### src/rtl/ram_access_arbiter.sv
// Two-client arbiter in front of a 16x8 dual-port RAM: one write and one read
// per cycle, round-robin per port on same-type contention, tagged read return.
module ram_access_arbiter #(
    parameter int unsigned DW = 8,
    parameter int unsigned AW = 4
) (
    input  logic          clk,
    input  logic          rst,

    input  logic          a_req,
    input  logic          a_we,
    input  logic [AW-1:0] a_addr,
    input  logic [DW-1:0] a_wdata,
    output logic          a_gnt,
    output logic          a_rvalid,
    output logic [DW-1:0] a_rdata,

    input  logic          b_req,
    input  logic          b_we,
    input  logic [AW-1:0] b_addr,
    input  logic [DW-1:0] b_wdata,
    output logic          b_gnt,
    output logic          b_rvalid,
    output logic [DW-1:0] b_rdata,

    output logic          ram_wr_en,
    output logic [AW-1:0] ram_wr_addr,
    output logic [DW-1:0] ram_wr_data,
    output logic          ram_rd_en,
    output logic [AW-1:0] ram_rd_addr,
    input  logic [DW-1:0] ram_rdata
);

    typedef enum logic {
        CLI_A = 1'b0,
        CLI_B = 1'b1
    } client_e;

    client_e       wr_ptr_q, wr_ptr_d;
    client_e       rd_ptr_q, rd_ptr_d;
    logic          ram_wr_en_q, ram_wr_en_d;
    logic [AW-1:0] ram_wr_addr_q, ram_wr_addr_d;
    logic [DW-1:0] ram_wr_data_q, ram_wr_data_d;
    logic          ram_rd_en_q, ram_rd_en_d;
    logic [AW-1:0] ram_rd_addr_q, ram_rd_addr_d;
    client_e       rd_tag_q, rd_tag_d;
    logic          a_rvalid_q, a_rvalid_d;
    logic          b_rvalid_q, b_rvalid_d;

    // Candidates are masked by reset so no grant can be seen while rst is low
    logic a_wr_c, b_wr_c, a_rd_c, b_rd_c;
    logic a_wgnt_c, b_wgnt_c, a_rgnt_c, b_rgnt_c;

    // Candidate decode
    always_comb begin
        a_wr_c = rst & a_req &  a_we;
        b_wr_c = rst & b_req &  b_we;
        a_rd_c = rst & a_req & ~a_we;
        b_rd_c = rst & b_req & ~b_we;
    end

    // Per-port round-robin grant; pointer only moves on a contested grant
    always_comb begin
        a_wgnt_c = 1'b0;
        b_wgnt_c = 1'b0;
        a_rgnt_c = 1'b0;
        b_rgnt_c = 1'b0;
        wr_ptr_d = wr_ptr_q;
        rd_ptr_d = rd_ptr_q;

        if (a_wr_c && b_wr_c) begin
            a_wgnt_c = (wr_ptr_q == CLI_A);
            b_wgnt_c = (wr_ptr_q == CLI_B);
            wr_ptr_d = (wr_ptr_q == CLI_A) ? CLI_B : CLI_A;
        end else begin
            a_wgnt_c = a_wr_c;
            b_wgnt_c = b_wr_c;
        end

        if (a_rd_c && b_rd_c) begin
            a_rgnt_c = (rd_ptr_q == CLI_A);
            b_rgnt_c = (rd_ptr_q == CLI_B);
            rd_ptr_d = (rd_ptr_q == CLI_A) ? CLI_B : CLI_A;
        end else begin
            a_rgnt_c = a_rd_c;
            b_rgnt_c = b_rd_c;
        end
    end

    // Issue stage: register granted commands; addr/data hold when idle
    always_comb begin
        ram_wr_en_d   = a_wgnt_c | b_wgnt_c;
        ram_wr_addr_d = ram_wr_addr_q;
        ram_wr_data_d = ram_wr_data_q;
        ram_rd_en_d   = a_rgnt_c | b_rgnt_c;
        ram_rd_addr_d = ram_rd_addr_q;
        rd_tag_d      = rd_tag_q;

        if (a_wgnt_c) begin
            ram_wr_addr_d = a_addr;
            ram_wr_data_d = a_wdata;
        end else if (b_wgnt_c) begin
            ram_wr_addr_d = b_addr;
            ram_wr_data_d = b_wdata;
        end

        if (a_rgnt_c) begin
            ram_rd_addr_d = a_addr;
            rd_tag_d      = CLI_A;
        end else if (b_rgnt_c) begin
            ram_rd_addr_d = b_addr;
            rd_tag_d      = CLI_B;
        end
    end

    // Return stage: RAM data appears the cycle after ram_rd_en, steer valid by tag
    always_comb begin
        a_rvalid_d = ram_rd_en_q & (rd_tag_q == CLI_A);
        b_rvalid_d = ram_rd_en_q & (rd_tag_q == CLI_B);
    end

    // State registers
    always_ff @(posedge clk or negedge rst) begin
        if (!rst) begin
            wr_ptr_q      <= CLI_A;
            rd_ptr_q      <= CLI_A;
            ram_wr_en_q   <= 1'b0;
            ram_wr_addr_q <= '0;
            ram_wr_data_q <= '0;
            ram_rd_en_q   <= 1'b0;
            ram_rd_addr_q <= '0;
            rd_tag_q      <= CLI_A;
            a_rvalid_q    <= 1'b0;
            b_rvalid_q    <= 1'b0;
        end else begin
            wr_ptr_q      <= wr_ptr_d;
            rd_ptr_q      <= rd_ptr_d;
            ram_wr_en_q   <= ram_wr_en_d;
            ram_wr_addr_q <= ram_wr_addr_d;
            ram_wr_data_q <= ram_wr_data_d;
            ram_rd_en_q   <= ram_rd_en_d;
            ram_rd_addr_q <= ram_rd_addr_d;
            rd_tag_q      <= rd_tag_d;
            a_rvalid_q    <= a_rvalid_d;
            b_rvalid_q    <= b_rvalid_d;
        end
    end

    assign a_gnt       = a_wgnt_c | a_rgnt_c;
    assign b_gnt       = b_wgnt_c | b_rgnt_c;
    assign a_rvalid    = a_rvalid_q;
    assign b_rvalid    = b_rvalid_q;
    assign a_rdata     = ram_rdata;
    assign b_rdata     = ram_rdata;
    assign ram_wr_en   = ram_wr_en_q;
    assign ram_wr_addr = ram_wr_addr_q;
    assign ram_wr_data = ram_wr_data_q;
    assign ram_rd_en   = ram_rd_en_q;
    assign ram_rd_addr = ram_rd_addr_q;

endmodule
### config.mk
export PLATFORM = sky130hd
export DESIGN_NAME = ram_access_arbiter
export DESIGN_NICKNAME = d
export VERILOG_FILES = /design/src/rtl/ram_access_arbiter.sv
export SDC_FILE = /design/constraint.sdc
export NUM_CORES = 1
export LEC_CHECK = 0
export BUFFER_PORTS_ARGS = -buffer_cell sky130_fd_sc_hd__buf_2
export CORE_ASPECT_RATIO = 1.4
export CORE_UTILIZATION = 42
export CTS_BUF_LIST = sky130_fd_sc_hd__clkbuf_16
export DETAILED_ROUTE_END_ITERATION = 8
export PLACE_DENSITY = 0.79
export SYNTH_ARGS = -nofsm -noshare
export SYNTH_HDL_FRONTEND = slang
export SYNTH_SLANG_ARGS = --single-unit
### constraint.sdc
create_clock -name clk -period 1.6 [get_ports clk]
set_input_delay 0.08 -clock clk [delete_from_list [all_inputs] [get_ports clk]]
set_output_delay 0.08 -clock clk [all_outputs]
set_load 0.03 [all_outputs]
After elaboration in Yosys (flattened, before gate mapping) --
Cells that the tools add are included.
Word-level totals: latch bits 0, bits in writable memories 0, memory bits (read-only) 0, logic and storage cells 45, output and inout bits 38, input bits 38, memories 0, register bits after elaboration 23
Cells by class: div/mod/pow operators 0, shifts and indexed selects 0, reductions and logical operators 4, magnitude comparators 0, $mul 0, add/sub/neg operators 0, multiplexer cells 14, bitwise gates (word level) 17, equal/unequal tests 0
Operators with widths (number):
- 2-to-1 mux 4 bit | 4
- 2-to-1 mux 8 bit | 2
- AND 1 bit | 8
- 2-to-1 mux 1 bit | 8
- inverter 1 bit | 5
- OR 1 bit | 4
- nonzero test 2 bit | 2
- logical AND 1 bit | 2

Logic depth before layout (Yosys ltp) --
Gate-level depths: netlist of the first run.
depth in word-level cells 6, mapped depth 5, gate-level depth less buffers 3

Worst setup path after synthesis of the first run --
Ideal clock, no wire load.
path type reg-to-reg, start point reg wr_ptr_q, end point reg ram_wr_addr_q[0], in the netlist ram_wr_addr[0], data required time 1.474 ns, cell stages (with the launch flop) 5, setup slack 0.392 ns, setup time 0.126 ns, arrival 1.082 ns, period minus slack after synthesis 1.208 ns, path buffers 1, path through dfrtp_1 -> and3b_1 -> buf_4 -> nor3_1 -> a221o_1
Between the ends: longest elaborated chain between the ends 3, elaborated cells on any way between the ends 5, those cells by class mux: 3; bitwise: 1; reduce/logical: 1
RTL lines:
- from (decl) | line 39 | client_e wr_ptr_q, wr_ptr_d;
- from (signal assigned) | line 136 | wr_ptr_q <= wr_ptr_d;
- inverter 1 bit
- 2-to-1 mux 1 bit | line 71 | if (a_wr_c && b_wr_c) begin
- 2-to-1 mux 4 bit or nonzero test 2 bit (tied branches)
- to (signal assigned) | line 139 | ram_wr_addr_q <= ram_wr_addr_d;
- to (decl) | line 42 | logic [AW-1:0] ram_wr_addr_q, ram_wr_addr_d;
Several ways; a longest one is shown, not always the timed one. A chain may end at the register's enable or synchronous reset.

Worst setup path after layout of the first run --
start point reg rd_ptr_q, end point out a_gnt
Between the ends: longest elaborated chain between the ends 3
RTL lines:
- from (decl) | line 40 | client_e rd_ptr_q, rd_ptr_d;
- from (signal assigned) | line 137 | rd_ptr_q <= rd_ptr_d;
- inverter 1 bit
- 2-to-1 mux 1 bit | line 80 | if (a_rd_c && b_rd_c) begin
- OR 1 bit | line 149 | assign a_gnt = a_wgnt_c | a_rgnt_c;
- to (decl) | line 14 | output logic a_gnt,
Every way passes these cells.

==> results of run 1 <==
[cells in the final DEF (no fill, tap or decap)]
cell,n
buf_2,51
a221o_1,12
o31ai_1,1
a21oi_1,2
buf_4,3
dfrtp_1,23
and2_1,1
a211oi_1,4
a31oi_1,1
dlygate4sd3_1,1
nor3b_1,1
nor2_1,3
nor3_1,20
nand3b_1,3
nor2b_1,3
a22o_1,1
clkbuf_16,3
and3b_1,1
o21ai_0,1
or2_2,1
xor2_1,2
nand2_1,15
inv_1,7
clkinv_2,1
and3b_2,1
nand3_1,1
[area by class of cell]
class / instances / area (sq um) / share of cell area
repair buffers: 55 / 288 / 0.195
multi-input cells: 74 / 458 / 0.311
clock buffers: 3 / 75.1 / 0.0510
clock inverters: 1 / 5.00 / 0.00340
flip-flops and latches: 23 / 576 / 0.391
inverters: 7 / 26.3 / 0.0178
well taps: 36 / 45.0 / 0.0306
[power breakdown]
group,switching (mW),internal (mW)
Clock,0.197,0.336
Combinational,0.334,0.189
Sequential,0.0759,0.689
Total,0.608,1.21
[worst max path at each step]
stage                     slack [ps]                         end  cells past startpoint                 start
final                             70                       a_gnt                      4  rd_ptr_q$_DFFE_PN0P_
after global placement           270  ram_wr_data[5]$_DFFE_PN0P_                      3  wr_ptr_q$_DFFE_PN0P_
after global routing              20                       a_gnt                      4  rd_ptr_q$_DFFE_PN0P_
after floorplan                  390  ram_wr_addr[0]$_DFFE_PN0P_                      4  wr_ptr_q$_DFFE_PN0P_
after detailed placement         210  ram_wr_data[1]$_DFFE_PN0P_                      3  wr_ptr_q$_DFFE_PN0P_
after CTS                         60                       a_gnt                      4  rd_ptr_q$_DFFE_PN0P_
[routing by layer]
| layer | track usage | share of wire |
|---|---|---|
| met5 | 0 | 0 |
| met3 | 0.0357 | 0.085 |
| met1 | 0.208 | 0.34 |
| met4 | 0.143 | 0.028 |
| met2 | 0.366 | 0.54 |
[what timing repair did]
action                                  CTS  global route
gates resized for setup                   0             1
endpoints found under the setup margin    0             1
endpoints found under the hold margin    23             0
buffers inserted                          0             0
hold buffers                              1             0
[metrics by stage]
step | setup slack (ps) | utilization | power (mW) | instance area (sq um) | hold slack [ps]
after floorplan | 392 | - | 1.18 | 1210 | -216
after global placement | 271 | 0.517 | 1.27 | 1380 | -57.8
after detailed placement | 211 | 0.517 | 1.29 | 1380 | -53.5
after CTS | 55.6 | 0.551 | 1.83 | 1470 | 60.4
after global routing | 22.0 | 0.552 | 1.91 | 1470 | 64.5
final | 69.4 | 0.552 | 1.82 | 1470 | 62.3
[kinds of logic after synthesis]
logic type      Yosys count  share of synthesized area
buf+inv                  29                      0.150
simple gates             50                      0.207
xor+xnor                  2                     0.0144
compound gates           22                      0.154
flops                    23                      0.474
[sequential cells by signal (all words and copies together) (netlist names)]
| signal | count |
|---|---|
| a_rvalid | 1 |
| b_rvalid | 1 |
| ram_rd_addr | 4 |
| ram_rd_en | 1 |
| ram_wr_addr | 4 |
| ram_wr_data | 8 |
| ram_wr_en | 1 |
| rd_ptr_q | 1 |
| rd_tag_q | 1 |
| wr_ptr_q | 1 |
[critical path, delay by kind of cell, from the launching register on]
kind          cells  cell delay, ps
simple gates      3             610
flops             1             420
buf+inv           1             180
==> metrics.csv, run 1 <==
stage,metric,value,unit
setup_path,r2r_setup_slack,190,ps
drt,post-route-drc-count,0,
layout,fill_cells,250,
layout,instances_no_fill,199,
outcome,status,"finished, final reports clean",
cts,tritoncts,yes,
synthesis,synth_top_flop_cell,dfrtp_1,
timing,tightest_slew,485,ps
synthesis,synth-async-reset-ratio,1.00,
global_route,overflow,0,
synthesis,yosysTopAreaCell,dfrtp_1,
floorplan,dieWidth,47.5,um
drt,first_pass_iters,4,
synthesis,synthCells,126,
setup_path,regToRegStartpoint,wr_ptr_q$_DFFE_PN0P_,
setup_path,r2r-end,ram_wr_data[2]$_DFFE_PN0P_,
layout,syn_to_final_growth,21.2,%
setup_path,critical_path.slowest_cell,dfrtp_1,
place,routabilityCongestion,0.738,
synthesis,synth_edf_count,0,
drt,routed_via_density,5.56,
drt,wl_per_cell,15.4,um
drt,drt_first_iter_violations,43,
timing,finalHoldViolations,0,
synthesis,synth_nets,164,
floorplan,die_h,65.6,um
layout,drive_above_1_share,0.368,
setup_path,cp_cell_sequence,and3b_2 -> nor2_1 -> or2_2 -> buf_2,
cts,insertion_delay,250,ps
floorplan,die_area,3110,sq um
place,dp_hpwl,2240,um
drt,wirelength,3070,um
cts,htree_num_levels,1,
timing,fmax,653,MHz
global_route,grt_pass1_wl,4700,um
setup_path,crit_path_start_kind,flip-flop,
timing,post-route-min-period,1530,ps
drt,num_vias,1107,
drt,ant_nets,0,
cts,clkTransAtPathRegs,60,ps
flow_run,max_cap_violations,0,
synthesis,synth_cell_types,23,
synthesis,synth_seq_area_share,0.474,
layout,nNetsFinal,202,
place,io_buffers,51,
timing,finClkSkew,1.56,ps
timing,setup_tns,0,ps
synthesis,synth_seq_cells,23,
power,powerDensity,1240,nW/um^2
worst_hold_path,hp-class,input pin to flip-flop,
floorplan,core-area,2670,sq um
setup_path,crit_fanout,5,
synthesis,synth.top_cells.by_area,"dfrtp_1 (47%), buf_4 (12%), a221o_1 (9.9%), nor3_1 (8.2%), nand2_1 (4.6%)",
global_route,grt_pass1_vias,1133,
cts,clock-sinks,23,
setup_path,worstPathRequired,1520,ps
layout,n_antenna_cell,0,
worst_hold_path,min_path_cells,2,
timing,finalSetupViolations,0,
setup_path,r2r_cells,3,
global_route,grt_max_degree,21,
timing,post-route-period-util,0.957,
worst_hold_path,hold_start,a_wdata[7],
synthesis,syn_avg_cell_area,9.64,sq um
timing,grt_setup_unrepaired,no,
setup_path,worst-setup-path-type,flip-flop to output port,
timing,slew_violations,0,
cts,cts_buffers,3,
global_route,antenna_found_initial,0,
setup_path,critPathArrivalTime,1450,ps
synthesis,synth_most_common_cell,dfrtp_1,
worst_hold_path,min_to,ram_wr_data[7]$_DFFE_PN0P_,
timing,relSlewSlack,0.676,
place,place_inst,194,
floorplan,ios,76,
setup_path,crit_path_end_kind,output port,
synthesis,synth_area,1210,sq um
synthesis,synth_top_cell_area_share,0.474,
power,p_leak,0.759,nW
floorplan,rows,22,
global_route,grt_use_total,0.209,
cts,clock_path_buffers,2,
setup_path,critPathMaxStageDelay,420,ps
cts,cts-root-buf,clkbuf_16,
synthesis,yosys_warnings,0,
power,peakVddDrop,0.508,mV
synthesis,synthTopCellsByCount,"dfrtp_1 (23), nor3_1 (20), buf_4 (19)",
floorplan,initial_core_util,0.455,
Note: power is estimated with default switching activity, not from simulation.
==> inputs of run 2 (changes only) <==
ABC_CLOCK_PERIOD_IN_PS = 1600   (was unset)
HOLD_SLACK_MARGIN = 0.12   (was unset)
==> run 2 against run 1 <==
Effect of this change:
- sequential cell count did not move
- first-iteration DRC count shrank 12%
- clock skew barely moved
- total power rose by 1.7%
- critical path depth unchanged
- hold slack better by 98 ps
- design area increased by 8.2%
- register-to-register slack better by 70 ps
- core utilization increased by 4.5 points
- global-route usage increased by 4.2 points
- sequential power about the same
==> metrics.csv, run 2 (same netlist as run 1, synthesis figures left out) <==
stage,metric,value,unit
outcome,status,"finished, final reports clean",
timing,grt_setup_unrepaired,no,
power,switchingPower,0.619,mW
timing,setup_tns,0,ps
flow_run,max_cap_violations,0,
setup_path,crit_path_start_kind,flip-flop,
setup_path,critical_path.slowest_cell,dfrtp_1,
global_route,grt_pass1_wl,5470,um
drt,post-route-drc-count,0,
power,internal_power,1.23,mW
place,place_area,1380,sq um
setup_path,r2r_cells,3,
layout,nNetsFinal,214,
timing,tightest_slew,489,ps
power,p_clk_frac,0.288,
worst_hold_path,min_path_cells,0,
worst_hold_path,min_to,a_rdata[7],
cts,clkTransAtPathRegs,60,ps
place,dp_hpwl,2240,um
layout,final_cell_mix,"buf_2 (51), dfrtp_1 (23), nor3_1 (20)",
setup_path,crit_family,simple AND/OR/NAND/NOR gates,
floorplan,dieWidth,47.5,um
power,powerDensity,1160,nW/um^2
drt,drt_first_iter_violations,38,
place,routabilityCongestion,0.738,
layout,largest_reg_flops,8,
global_route,antenna_found_initial,0,
timing,fmax,656,MHz
power,peakVddDrop,0.572,mV
worst_hold_path,hold_start,ram_rdata[7],
place,io_buffers,51,
worst_hold_path,hp-class,input pin to output port,
timing,post-route-period-util,0.952,
setup_path,regToRegStartpoint,rd_ptr_q$_DFFE_PN0P_,
drt,ant_nets,0,
timing,relSlewSlack,0.673,
setup_path,crit_fanout,5,
global_route,grt_pass1_vias,1212,
drt,wl_per_cell,16.1,um
global_route,overflow,0,
timing,finClkSkew,1.42,ps
setup_path,crit_path_end_kind,output port,
layout,final_area,1590,sq um
floorplan,initial_core_util,0.455,
place,dp_slack,211,ps
cts,cts-root-buf,clkbuf_16,
drt,first_pass_iters,4,
timing,finalWorstSetupSlack,76.7,ps
timing,finalHoldViolations,0,
timing,finalSetupViolations,0,
setup_path,crit_buf_inv,1,
setup_path,worst-setup-path-type,flip-flop to output port,
cts,clock-sinks,23,
global_route,grt_use_total,0.251,
cts,htree_num_levels,1,
layout,syn_to_final_growth,31.2,%
layout,final_common_cell,buf_2,
setup_path,r2r-end,ram_rd_addr[2]$_DFFE_PN0P_,
setup_path,critPathMaxStageDelay,410,ps
floorplan,die_h,65.6,um
layout,drive_above_1_share,0.349,
floorplan,ios,76,
power,p_leak,0.809,nW
drt,routed_via_density,5.60,
timing,holdWs,160,ps
layout,fill_cells,232,
setup_path,cp_cell_sequence,and3b_2 -> nor2_1 -> or2_2 -> buf_2,
drt,wirelength,3400,um
floorplan,core-area,2670,sq um
power,seq_power_share,0.413,
layout,n_antenna_cell,0,
setup_path,r2r_setup_slack,260,ps
cts,cts_setup_buffers,0,
cts,cts_buffers,3,
cts,tritoncts,yes,
timing,post-route-min-period,1520,ps
power,power,1.85,mW
floorplan,rows,22,
setup_path,worstPathRequired,1520,ps
power,swShare,0.334,
power,pwr-share-comb,0.298,
cts,insertion_delay,250,ps
cts,clock_path_buffers,2,
setup_path,critPathArrivalTime,1440,ps
floorplan,die_area,3110,sq um
timing,slew_violations,0,
drt,num_vias,1182,
global_route,grt_max_degree,21,
==> run 2: cell types whose count changed in the layout (fill, tap and decap cells not counted), sizes merged <==
cell	before	now
dlygate4sd3	1	13
==> run 2: what timing repair did <==
action / 4_1_cts / 5_1_grt
hold endpoints to repair: 35 / 0
setup endpoints to repair: 0 / 2
hold buffers: 13 / 0
gates resized for setup: 0 / 2
==> run 2: final cells by class <==
| cell class | count | area, sq um | area share |
|---|---|---|---|
| inverters | 7 | 26.3 | 0.0165 |
| clock inverters | 1 | 5.00 | 0.00314 |
| multi-input cells | 74 | 459 | 0.288 |
| flip-flops and latches | 23 | 576 | 0.361 |
| clock buffers | 3 | 75.1 | 0.0471 |
| well taps | 36 | 45.0 | 0.0283 |
| repair buffers | 67 | 408 | 0.256 |
==> run 2: worst max-delay path by stage <==
| stage | start | to | cells past startpoint |
|---|---|---|---|
| floorplan | wr_ptr_q$_DFFE_PN0P_ | ram_wr_addr[0]$_DFFE_PN0P_ | 4 |
| global placement | wr_ptr_q$_DFFE_PN0P_ | ram_wr_data[5]$_DFFE_PN0P_ | 3 |
| detailed placement | wr_ptr_q$_DFFE_PN0P_ | ram_wr_data[1]$_DFFE_PN0P_ | 3 |
| CTS | rd_ptr_q$_DFFE_PN0P_ | a_gnt | 4 |
| global route | rd_ptr_q$_DFFE_PN0P_ | a_gnt | 4 |
| finish | rd_ptr_q$_DFFE_PN0P_ | a_gnt | 4 |
==> run 2: worst register-to-register path: cells and delay by family (launching register included) <==
kind            cells  cell delay [ps]
simple gates        2              580
flops               1              420
compound gates      1              240
==> run 2: metal layers <==
metal | GRT usage | up-vias | wire [um]
met4 | 0.164 | 0 | 81
met1 | 0.269 | 564 | 1160
met5 | 0 | - | 0
met3 | 0.0824 | 14 | 247
li1 | - | 531 | -
met2 | 0.401 | 73 | 1900
==> run 2: power by group through the flow <==
stage / logic (mW) / registers, mW / clock network [mW]
2_1_floorplan: 0.262 / 0.921 / 0
6_report: 0.553 / 0.766 / 0.535
3_3_place_gp: 0.507 / 0.766 / 0
4_1_cts: 0.548 / 0.763 / 0.543
3_5_place_dp: 0.517 / 0.773 / 0
5_1_grt: 0.598 / 0.781 / 0.578
==> run 2: through the flow <==
step	std cells	utilization
floorplan	126	-
global placement	194	0.517
detailed placement	194	0.517
CTS	211	0.596
global route	211	0.597
finish	211	0.597
==> inputs of run 3 (changes only) <==
HOLD_SLACK_MARGIN = unset   (was 0.12)
SETUP_SLACK_MARGIN = 0.3   (was unset)
==> run 3 against run 2 <==
Effect of this change:
- core utilization is 1.9 points lower
- sequential power is 1% lower
- via count is 4.1% lower
- die area stayed put
- non-clock buffer count is 8 lower
- critical path type unchanged
==> metrics.csv, run 3 (same netlist as run 1, synthesis figures left out) <==
stage,metric,value,unit
place,place_area,1380,sq um
setup_path,crit_path_start_kind,flip-flop,
drt,wl_per_cell,15.8,um
drt,wl_met1,1150,um
setup_path,cp-endpoint,b_gnt,
timing,finalHoldViolations,0,
worst_hold_path,hp-class,input pin to flip-flop,
layout,instances_no_fill,203,
layout,final_cell_mix,"buf_2 (49), dfrtp_1 (23), nor3_1 (20)",
setup_path,crit_family,flip-flops,
timing,post-route-min-period,1370,ps
drt,ant_nets,0,
drt,wl_met2,1710,um
layout,nNetsFinal,206,
flow_run,max_cap_violations,0,
setup_path,r2r_cells,3,
timing,finalWorstSetupSlack,233,ps
outcome,status,"finished, final reports clean",
floorplan,die_h,65.6,um
layout,n_antenna_cell,0,
cts,insertion_delay,250,ps
cts,htree_num_levels,1,
timing,post-route-period-util,0.854,
timing,relSlewSlack,0.713,
cts,clock-sinks,23,
setup_path,worstSetupPathDepth,4,
cts,clkTransAtPathRegs,60,ps
global_route,grt_max_degree,21,
timing,grt_setup_unrepaired,yes,
setup_path,critical_path.slowest_cell,dfrtp_1,
power,peakVddDrop,0.515,mV
place,io_buffers,51,
layout,final-seq-area,576,sq um
floorplan,dieWidth,47.5,um
global_route,antenna_found_initial,0,
setup_path,worstPathRequired,1520,ps
floorplan,die_area,3110,sq um
layout,post-route-util,0.578,
power,power,1.91,mW
timing,setup_tns,0,ps
setup_path,r2r_setup_slack,310,ps
power,powerDensity,1240,nW/um^2
layout,final_common_cell,buf_2,
place,routabilityCongestion,0.738,
timing,holdWs,59.0,ps
drt,first_pass_iters,4,
drt,drt_first_iter_violations,57,
setup_path,crit_path_end_kind,output port,
setup_path,critPathMaxStageDelay,400,ps
drt,post-route-drc-count,0,
setup_path,cp_cell_sequence,buf_6 -> o31ai_2 -> a21oi_1 -> buf_4,
place,dp_slack,211,ps
floorplan,ios,76,
power,p_leak,0.787,nW
cts,cts-root-buf,clkbuf_16,
drt,routed_via_density,5.59,
setup_path,critPathArrivalTime,1290,ps
global_route,grt_use_total,0.211,
global_route,grt_pass1_vias,1147,
timing,tightest_slew,429,ps
timing,finClkSkew,1.15,ps
cts,clock_path_buffers,2,
floorplan,rows,22,
setup_path,cp-startpoint,rd_ptr_q$_DFFE_PN0P_,
floorplan,core-area,2670,sq um
setup_path,regToRegStartpoint,wr_ptr_q$_DFFE_PN0P_,
layout,syn_to_final_growth,27.0,%
setup_path,r2r-end,ram_wr_data[1]$_DFFE_PN0P_,
floorplan,initial_core_util,0.455,
global_route,grt_pass1_wl,4770,um
drt,top_layer_used,met4,
timing,slew_violations,0,
cts,cts_buffers,3,
layout,final_area,1540,sq um
layout,multi_input_area,483,sq um
timing,finalSetupViolations,0,
drt,num_vias,1134,
layout,largest_reg_flops,8,
drt,dr_wl_met3,243,um
layout,drive_above_1_share,0.401,
layout,fill_cells,237,
setup_path,crit_buf_inv,2,
cts,tritoncts,yes,
drt,wirelength,3210,um
timing,fmax,732,MHz
place,dp_hpwl,2240,um
setup_path,crit_fanout,3,
place,place_inst,194,
setup_path,worst-setup-path-type,flip-flop to output port,
global_route,overflow,0,
## run 3: cell count changes in the layout (fill, tap and decap cells not counted), moves of 2 or more
cell / before / now
buf_6: 0 / 2
buf_2: 51 / 49
dlygate4sd3_1: 13 / 2
buf_4: 3 / 6
## run 3: per-layer routing
layer,global-route usage,up-vias
met5,0,-
met4,0.139,0
met3,0.0357,18
met2,0.368,59
met1,0.215,545
li1,-,512
## run 3: worst min-delay path by stage
stage                     depth (start not counted)  slack [ps]                    endpoint  startpoint
after detailed placement                          1         -50  ram_rd_addr[2]$_DFFE_PN0P_         rst
after global placement                            1         -60  ram_rd_addr[1]$_DFFE_PN0P_         rst
after floorplan                                   0        -220          a_rvalid$_DFF_PN0_         rst
final                                             2          60  ram_wr_data[7]$_DFFE_PN0P_  a_wdata[7]
after global routing                              2          60  ram_wr_data[4]$_DFFE_PN0P_  a_wdata[4]
after CTS                                         1        -330  ram_rd_addr[2]$_DFFE_PN0P_         rst
## run 3: cell type report
type | instances | share of cell area
inverter | 7 | 0.0170
multi-input combinational | 74 | 0.313
clock buffer | 3 | 0.0487
sequential | 23 | 0.373
clock inverter | 1 | 0.00324
tap | 36 | 0.0292
timing repair buffer | 59 | 0.216
## run 3: worst reg2reg max path, delay by kind of cell, from the launching register on
kind / cells / cell delay [ps]
AND/OR/NAND/NOR: 2 / 480
AO/OA/AOI/OAI: 1 / 280
flip-flops: 1 / 410
## run 3: timing repair
action,4_1_cts,5_1_grt
setup buffers,2,1
pin swaps,0,3
endpoints found under the setup margin,17,36
gates resized for setup,3,10
endpoints found under the hold margin,23,4
hold buffers,1,2
## run 3: power breakdown
| part | switching [mW] | total, mW | internal, mW | leakage, nW |
|---|---|---|---|---|
| logic | 0.370 | 0.614 | 0.245 | 0.465 |
| registers | 0.0689 | 0.758 | 0.689 | 0.281 |
| clock network | 0.204 | 0.540 | 0.336 | 0.0409 |
